==> config.mk <==
export PLATFORM = sky130hd
export DESIGN_NAME = count_wrap_monitor
export DESIGN_NICKNAME = d
export VERILOG_FILES = /design/src/rtl/count_wrap_monitor.sv
export SDC_FILE = /design/constraint.sdc
export NUM_CORES = 1
export LEC_CHECK = 0
export ABC_AREA = 1
export ABC_CLOCK_PERIOD_IN_PS = 3000
export BUFFER_PORTS_ARGS = -buffer_cell sky130_fd_sc_hd__buf_2
export CAP_MARGIN = 20
export CORE_AREA = 4 4 47 49
export CTS_CLUSTER_SIZE = 28
export DETAILED_ROUTE_END_ITERATION = 6
export DIE_AREA = 0 0 51 53
export GPL_TIMING_DRIVEN = 1
export PLACE_DENSITY = 0.78
export SLEW_MARGIN = 20
export SYNTH_ARGS = -nofsm -noshare
export SYNTH_HDL_FRONTEND = slang
export SYNTH_SLANG_ARGS = --single-unit
==> constraint.sdc <==
create_clock -name clk -period 3 [get_ports clk]
set_clock_uncertainty 0.15 [all_clocks]
set_input_delay 0.6 -clock clk [delete_from_list [all_inputs] [get_ports clk]]
set_output_delay 0.6 -clock clk [all_outputs]
set_load 0.005 [all_outputs]
==> src/rtl/count_wrap_monitor.sv <==
// Observer for a CNT_W-bit up/down counter: flags wrap-arounds, direction changes,
// keeps a saturating wrap count. Step legality checking is built when COUNT_WRAP_STEP_CHECK_EN is defined.
module count_wrap_monitor #(
   parameter int CNT_W  = 4,
   parameter int WRAP_W = 8
) (
   input  logic              clk,
   input  logic              rst,
   input  logic              d,
   input  logic [CNT_W-1:0]  count,
   input  logic              clr,
   output logic              wrap_up,
   output logic              wrap_dn,
   output logic              dir_chg,
   output logic [WRAP_W-1:0] wrap_cnt,
   output logic              fault,
   output logic [1:0]        dbg_state
);

   localparam logic [1:0] ST_INIT  = 2'd0;
   localparam logic [1:0] ST_TRACK = 2'd1;
   localparam logic [1:0] ST_FAULT = 2'd2;

   localparam logic [CNT_W-1:0]  CNT_MAX  = {CNT_W{1'b1}};
   localparam logic [CNT_W-1:0]  CNT_ZERO = {CNT_W{1'b0}};
   localparam logic [WRAP_W-1:0] WRAP_MAX = {WRAP_W{1'b1}};
   localparam logic [WRAP_W-1:0] WRAP_ONE = {{(WRAP_W-1){1'b0}}, 1'b1};

   logic [1:0]        state_q, state_d;
   logic [CNT_W-1:0]  prev_count_q, prev_count_d;
   logic              prev_d_q, prev_d_d;
   logic              wrap_up_q, wrap_up_d;
   logic              wrap_dn_q, wrap_dn_d;
   logic              dir_chg_q, dir_chg_d;
   logic [WRAP_W-1:0] wrap_cnt_q, wrap_cnt_d;
   logic              fault_q, fault_d;

   logic              is_up_wrap;
   logic              is_dn_wrap;

   assign is_up_wrap = prev_d_q && (prev_count_q == CNT_MAX) && (count == CNT_ZERO);
   assign is_dn_wrap = !prev_d_q && (prev_count_q == CNT_ZERO) && (count == CNT_MAX);

`ifdef COUNT_WRAP_STEP_CHECK_EN
   localparam logic [CNT_W-1:0] CNT_ONE = {{(CNT_W-1){1'b0}}, 1'b1};
   logic [CNT_W-1:0] exp_count;
   logic             step_bad;

   // The counter moves by one per edge in the direction it was given on the previous edge.
   assign exp_count = prev_d_q ? (prev_count_q + CNT_ONE) : (prev_count_q - CNT_ONE);
   assign step_bad  = (count != exp_count);
`endif

   always_comb begin
      state_d      = state_q;
      prev_count_d = prev_count_q;
      prev_d_d     = prev_d_q;
      wrap_up_d    = 1'b0;
      wrap_dn_d    = 1'b0;
      dir_chg_d    = 1'b0;
      wrap_cnt_d   = wrap_cnt_q;
      fault_d      = fault_q;

      case (state_q)
         ST_INIT: begin
            // First sample after reset only primes the history; nothing is judged yet.
            prev_count_d = count;
            prev_d_d     = d;
            if (clr) begin
               wrap_cnt_d = '0;
               fault_d    = 1'b0;
            end
            state_d = ST_TRACK;
         end
         ST_TRACK, ST_FAULT: begin
            prev_count_d = count;
            prev_d_d     = d;
            wrap_up_d    = is_up_wrap;
            wrap_dn_d    = is_dn_wrap;
            dir_chg_d    = (d != prev_d_q);

            if (clr) begin
               wrap_cnt_d = '0;
            end else if ((is_up_wrap || is_dn_wrap) && (wrap_cnt_q != WRAP_MAX)) begin
               wrap_cnt_d = wrap_cnt_q + WRAP_ONE;
            end

`ifdef COUNT_WRAP_STEP_CHECK_EN
            // clr dominates a coincident bad step: the step is simply dropped.
            if (clr) begin
               fault_d = 1'b0;
               state_d = ST_TRACK;
            end else if ((state_q == ST_TRACK) && step_bad) begin
               fault_d = 1'b1;
               state_d = ST_FAULT;
            end
`else
            fault_d = 1'b0;
            state_d = ST_TRACK;
`endif
         end
         default: begin
            state_d = ST_INIT;
         end
      endcase
   end

   always_ff @(posedge clk) begin
      if (rst) begin
         state_q      <= ST_INIT;
         prev_count_q <= '0;
         prev_d_q     <= 1'b0;
         wrap_up_q    <= 1'b0;
         wrap_dn_q    <= 1'b0;
         dir_chg_q    <= 1'b0;
         wrap_cnt_q   <= '0;
         fault_q      <= 1'b0;
      end else begin
         state_q      <= state_d;
         prev_count_q <= prev_count_d;
         prev_d_q     <= prev_d_d;
         wrap_up_q    <= wrap_up_d;
         wrap_dn_q    <= wrap_dn_d;
         dir_chg_q    <= dir_chg_d;
         wrap_cnt_q   <= wrap_cnt_d;
         fault_q      <= fault_d;
      end
   end

   assign wrap_up   = wrap_up_q;
   assign wrap_dn   = wrap_dn_q;
   assign dir_chg   = dir_chg_q;
   assign wrap_cnt  = wrap_cnt_q;
   assign fault     = fault_q;
   assign dbg_state = state_q;

endmodule

# After elaboration in Yosys (flattened, before gate mapping)
# Index checks and enable logic that the tools add are counted.
# W data, S select, Z words.
totals:
  regBits: 19
  romBits: 0
  output_inout_bits: 14
  ram_bits: 0
  latch_bits: 0
  mem_count: 0
op_classes:
  reduce_logical: 16
  bitwise: 1
  eq_ne: 8
  multipliers: 0
  div: 0
  order_cmp: 0
  addsub: 1
  mux: 7
  shifts: 0
ops:
  columns: ["operator", "count"]
  rows:
  - ["$mux W8", 3]
  - ["$pmux W8 S2", 1]
  - ["$add A8 B1 Y8 const B", 1]
  - ["$eq A4 B4 Y1 const B", 2]
  - ["$logic_not A4 Y1", 2]
  - ["$ne A8 B8 Y1 const B", 1]
  - ["$logic_and A1 B1 Y1", 5]
  - ["$reduce_or A2 Y1", 2]
  - ["$ne A3 B3 Y1 const B", 1]
  - ["$reduce_and A3 Y1", 1]
  - ["$reduce_or A3 Y1", 1]
  - ["$eq A2 B1 Y1 const B", 1]
  - ["$eq A2 B2 Y1 const B", 1]
  - ["$logic_not A2 Y1", 1]
  - ["$mux W1", 2]
  - ["$ne A2 B2 Y1 const B", 1]
  - ["$pmux W1 S2", 1]
  - ["$reduce_and A2 Y1", 1]
  - ["$reduce_bool A2 Y1", 1]
  - ["$logic_not A1 Y1", 1]
  - ["$logic_or A1 B1 Y1", 1]
  - ["$ne A1 B1 Y1", 1]
  - ["$not A1 Y1", 1]

# Longest topological paths before layout
logic_depth:
  depth_word: 8
  mapped_depth: 10

# Least setup slack after synthesis
# OpenSTA, ideal clock, no wires.
synth_path:
  kind: "input port to flip-flop"
  startpoint: "in count[1]"
  endpoint: "reg wrap_cnt_q[0] (netlist: wrap_cnt[0])"
  stages: 8
  setup_slack_ns: 1.441
  arrival_time_ns: 1.300
  path_cell_list: "nor3_1 > nand3_1 > nand2_2 > nand2_4 > nand2_8 > nand2_2 > nand2_1 > nor2_2"
synth_via:
  elab_chain_cells: 6
  word_cells_on_any_way: 8
  classes_between: "2 x eq/ne; 6 x reduce/logical"
synth_rtl:
  columns: ["element", "line_no", "rtl"]
  rows:
  - ["start, declared", "10", "input logic [CNT_W-1:0] count,"]
  - ["$eq A4 B4 Y1 / $logic_not A4 Y1 (equally long branches)", "42, 41", null]
  - ["$logic_and A1 B1 Y1, on equally long branches", "42, 41", null]
  - ["$logic_or A1 B1 Y1 (*)", "84", "end else if ((is_up_wrap || is_dn_wrap) && (wrap_cnt_q != WRAP_MAX)) begin"]
  - ["$logic_and A1 B1 Y1 (*)", "84", null]
  - ["$ne A3 B3 Y1 (no source line) (*)", null, null]
  - ["$reduce_and A3 Y1 (no source line) (*)", null, null]
  - ["end signal, assigned", "125", "wrap_cnt_q <= wrap_cnt_d;"]
  - ["end, declared", "35", "logic [WRAP_W-1:0] wrap_cnt_q, wrap_cnt_d;"]
# Every way passes the cells marked *; elsewhere a longest branch is shown, timed or not.
# A chain may end at the register's enable or synchronous reset.

# Final worst setup path
layout_path:
  startpoint: "reg wrap_cnt_q[5] (netlist: wrap_cnt[5])"
  endpoint: "out wrap_cnt[5]"
layout_lines:
  columns: ["element", "line_no", "rtl"]
  rows:
  - ["end, declared", "15", "output logic [WRAP_W-1:0] wrap_cnt,"]
# No word-level cell between the ends.

==> results.sh <==
export IMPL_final_util=0.5827
export IMPL_setup_viol=0
export IMPL_async_flop_share=0
export IMPL_min_period_ps=1685
export IMPL_antenna_cells=0
export IMPL_hold_path_class="flop to flop"
export IMPL_ioPinCount=22
export IMPL_synth_edf_count=0
export IMPL_cap_violations=0
export IMPL_synth_area_leaders="dfxtp_1 (36%), nand3_1 (9.0%), nand2_1 (8.7%)"
export IMPL_swShare=0.2566
export IMPL_avgSynthCellArea_um2=7.131
export IMPL_postCtsSetupBuffers=0
export IMPL_overflow=0
export IMPL_cts_made_buffers=3
export IMPL_yosys_warnings=0
export IMPL_critPathBufInv=1
export IMPL_p_comb_frac=0.095
export IMPL_arrival_ps=940
export IMPL_die_y_um=53
export IMPL_power_leakage_nw=0.4896
export IMPL_grt_pass1_wl_um=3187
export IMPL_via_per_inst=4.750
export IMPL_initial_utilization=0.5094
export IMPL_cp_end_kind="output pin"
export IMPL_cts_root_buf="clkbuf_4"
export IMPL_p_seq_frac=0.590
export IMPL_slew_viol_final=0
export IMPL_drive_gt1_frac=0.3333
export IMPL_power_uw=395.1
export IMPL_dp_cells=176
export IMPL_nets=163
export IMPL_grt_max_degree=16
export IMPL_port_buffers=19
export IMPL_ir_drop_mv=0.1862
export IMPL_clk_path_buf_depth=2
export IMPL_final_common_cell="nand2_1"
export IMPL_dp_slack_ps=1207
export IMPL_post_cts_resized=0
export IMPL_wl_um=1902
export IMPL_final_hold_viol_count=0
export IMPL_fin_crit_sh=0.5618
export IMPL_ys_seq_area_frac=0.3588
export IMPL_p_per_area_mw_per_mm2=364.2
export IMPL_cts_tree="built"
export IMPL_fp_dieW_um=51
export IMPL_fmax_mhz=593.3
export IMPL_worstPathRequired_ps=2250
export IMPL_status="complete, no violations"
export IMPL_antenna_found_initial=0
export IMPL_detail_route_antenna_nets=0
export IMPL_synth_seq_cells=17
export IMPL_seq_area_um2=340.3
export IMPL_first_global_vias=780
export IMPL_yosysTopAreaCell="dfxtp_1"
export IMPL_placed_area_mm2=0.001057
export IMPL_crit_path_max_fanout=8
export IMPL_clkTransAtPathRegs_ps=100
export IMPL_die_area_mm2=0.002703
export IMPL_area_growth_syn_to_layout_pct=14.38
export IMPL_switchingPower_uw=101.4
export IMPL_place_gp_congestion=0.8302
export IMPL_cts_sinks=17
export IMPL_drc=0
export IMPL_multiInputGateArea_um2=499.2
export IMPL_ys_flop_type="dfxtp_1"
export IMPL_crit_family="flip-flops"
export IMPL_worstSkewPairLatency_ps=290
export IMPL_drt_iter0_drc=10
export IMPL_rows=16
export IMPL_post_drt_wl_per_cell_um=10.57
export IMPL_rsz0062_at_grt="no"
export IMPL_cts_hold_buf=0
export IMPL_design_area_mm2=0.001085
export IMPL_yosys_cell_types_count=23
export IMPL_track_usage=0.1574
export IMPL_internal_power_uw=293.7
export IMPL_tns_ps=0
export IMPL_core_mm2=0.001862
export IMPL_layout_setup_ws_ps=1315
export IMPL_dr_pass1_iters=4
export IMPL_vias=855
export IMPL_path_class="flop to output pin"
export IMPL_critical_path_startpoint_type="flop"
export IMPL_max_stage_delay_ps=480
export IMPL_synth_area_um2=948.4
export IMPL_final_cell_mix="nand2_1 (22), inv_1 (19), buf_2 (19)"
export IMPL_synth_top_area_frac=0.3588
export IMPL_final_cells=180
export IMPL_synth_cells=133
export IMPL_h_tree_depth=1
export IMPL_fillers=193
export IMPL_cp_slowest_cell="dfxtp_1"
export IMPL_whs_ps=347.0
export IMPL_power_share_clock=0.315
export IMPL_dpl_hpwl_um=1464
export IMPL_worstPathCellList="buf_2"
per-layer routing:
metal  share of wire  vias up  track usage  wire length, um
met3           0.042        5      0.02817               79
li1                -      448            -                -
met5               0        -            0                0
met2            0.51       18       0.2876              971
met4           0.014        0      0.06726               27
met1            0.43      384       0.1778              823
sequential cells by signal, summed over array words and instances (netlist names):
| signal | flops |
|---|---|
| prev_count_q | 4 |
| dbg_state | 1 |
| wrap_dn | 1 |
| wrap_cnt | 8 |
| dir_chg | 1 |
| prev_d_q | 1 |
| wrap_up | 1 |
kinds of logic after synthesis:
kind of cell               count (synthesis)  share of synthesized area
buffers and inverters                     24                     0.1187
DFF                                       17                     0.3588
adders and majority gates                  1                    0.01319
and+or+nand+nor                           80                     0.4248
AOI/OAI and AO/OA                         10                    0.08047
other                                      1                   0.003954
Yosys cell counts, types with 2 or more instances:
cell type / number
nand2_1: 22
nand2_2: 10
nor2_2: 7
buf_4: 2
dfxtp_1: 17
nand3_1: 17
a21oi_1: 2
a21oi_2: 7
nor2_1: 17
inv_1: 19
final timing paths:
| path | startpoint | endpoint | slack, ps | cells past startpoint |
|---|---|---|---|---|
| max | wrap_cnt[5]$_SDFFE_PP0P_ | wrap_cnt[5] | 1310 | 1 |
| min | prev_d_q$_SDFF_PP0_ | dir_chg$_SDFF_PP0_ | 350 | 2 |
| max reg2reg | wrap_cnt[0]$_SDFFE_PP0P_ | wrap_cnt[0]$_SDFFE_PP0P_ | 1310 | 9 |
| min reg2reg | prev_d_q$_SDFF_PP0_ | dir_chg$_SDFF_PP0_ | 350 | 2 |
power groups by stage:
stage	sequential [mW]	combinational [mW]	clock, mW
after floorplan	0.238	0.0276	0
after global placement	0.238	0.0364	0
after detailed placement	0.238	0.0377	0
after CTS	0.233	0.0378	0.128
after global routing	0.234	0.0423	0.143
final	0.233	0.0376	0.124
layout make-up:
| cell class | instances | area share |
|---|---|---|
| inverter | 20 | 0.08189 |
| sequential | 17 | 0.3137 |
| clock inverter | 1 | 0.004614 |
| multi-input combinational | 93 | 0.4602 |
| tap | 27 | 0.03114 |
| clock buffer | 3 | 0.02076 |
| timing repair buffer | 19 | 0.08766 |
No activity file was read; power rests on OpenSTA's default activity.
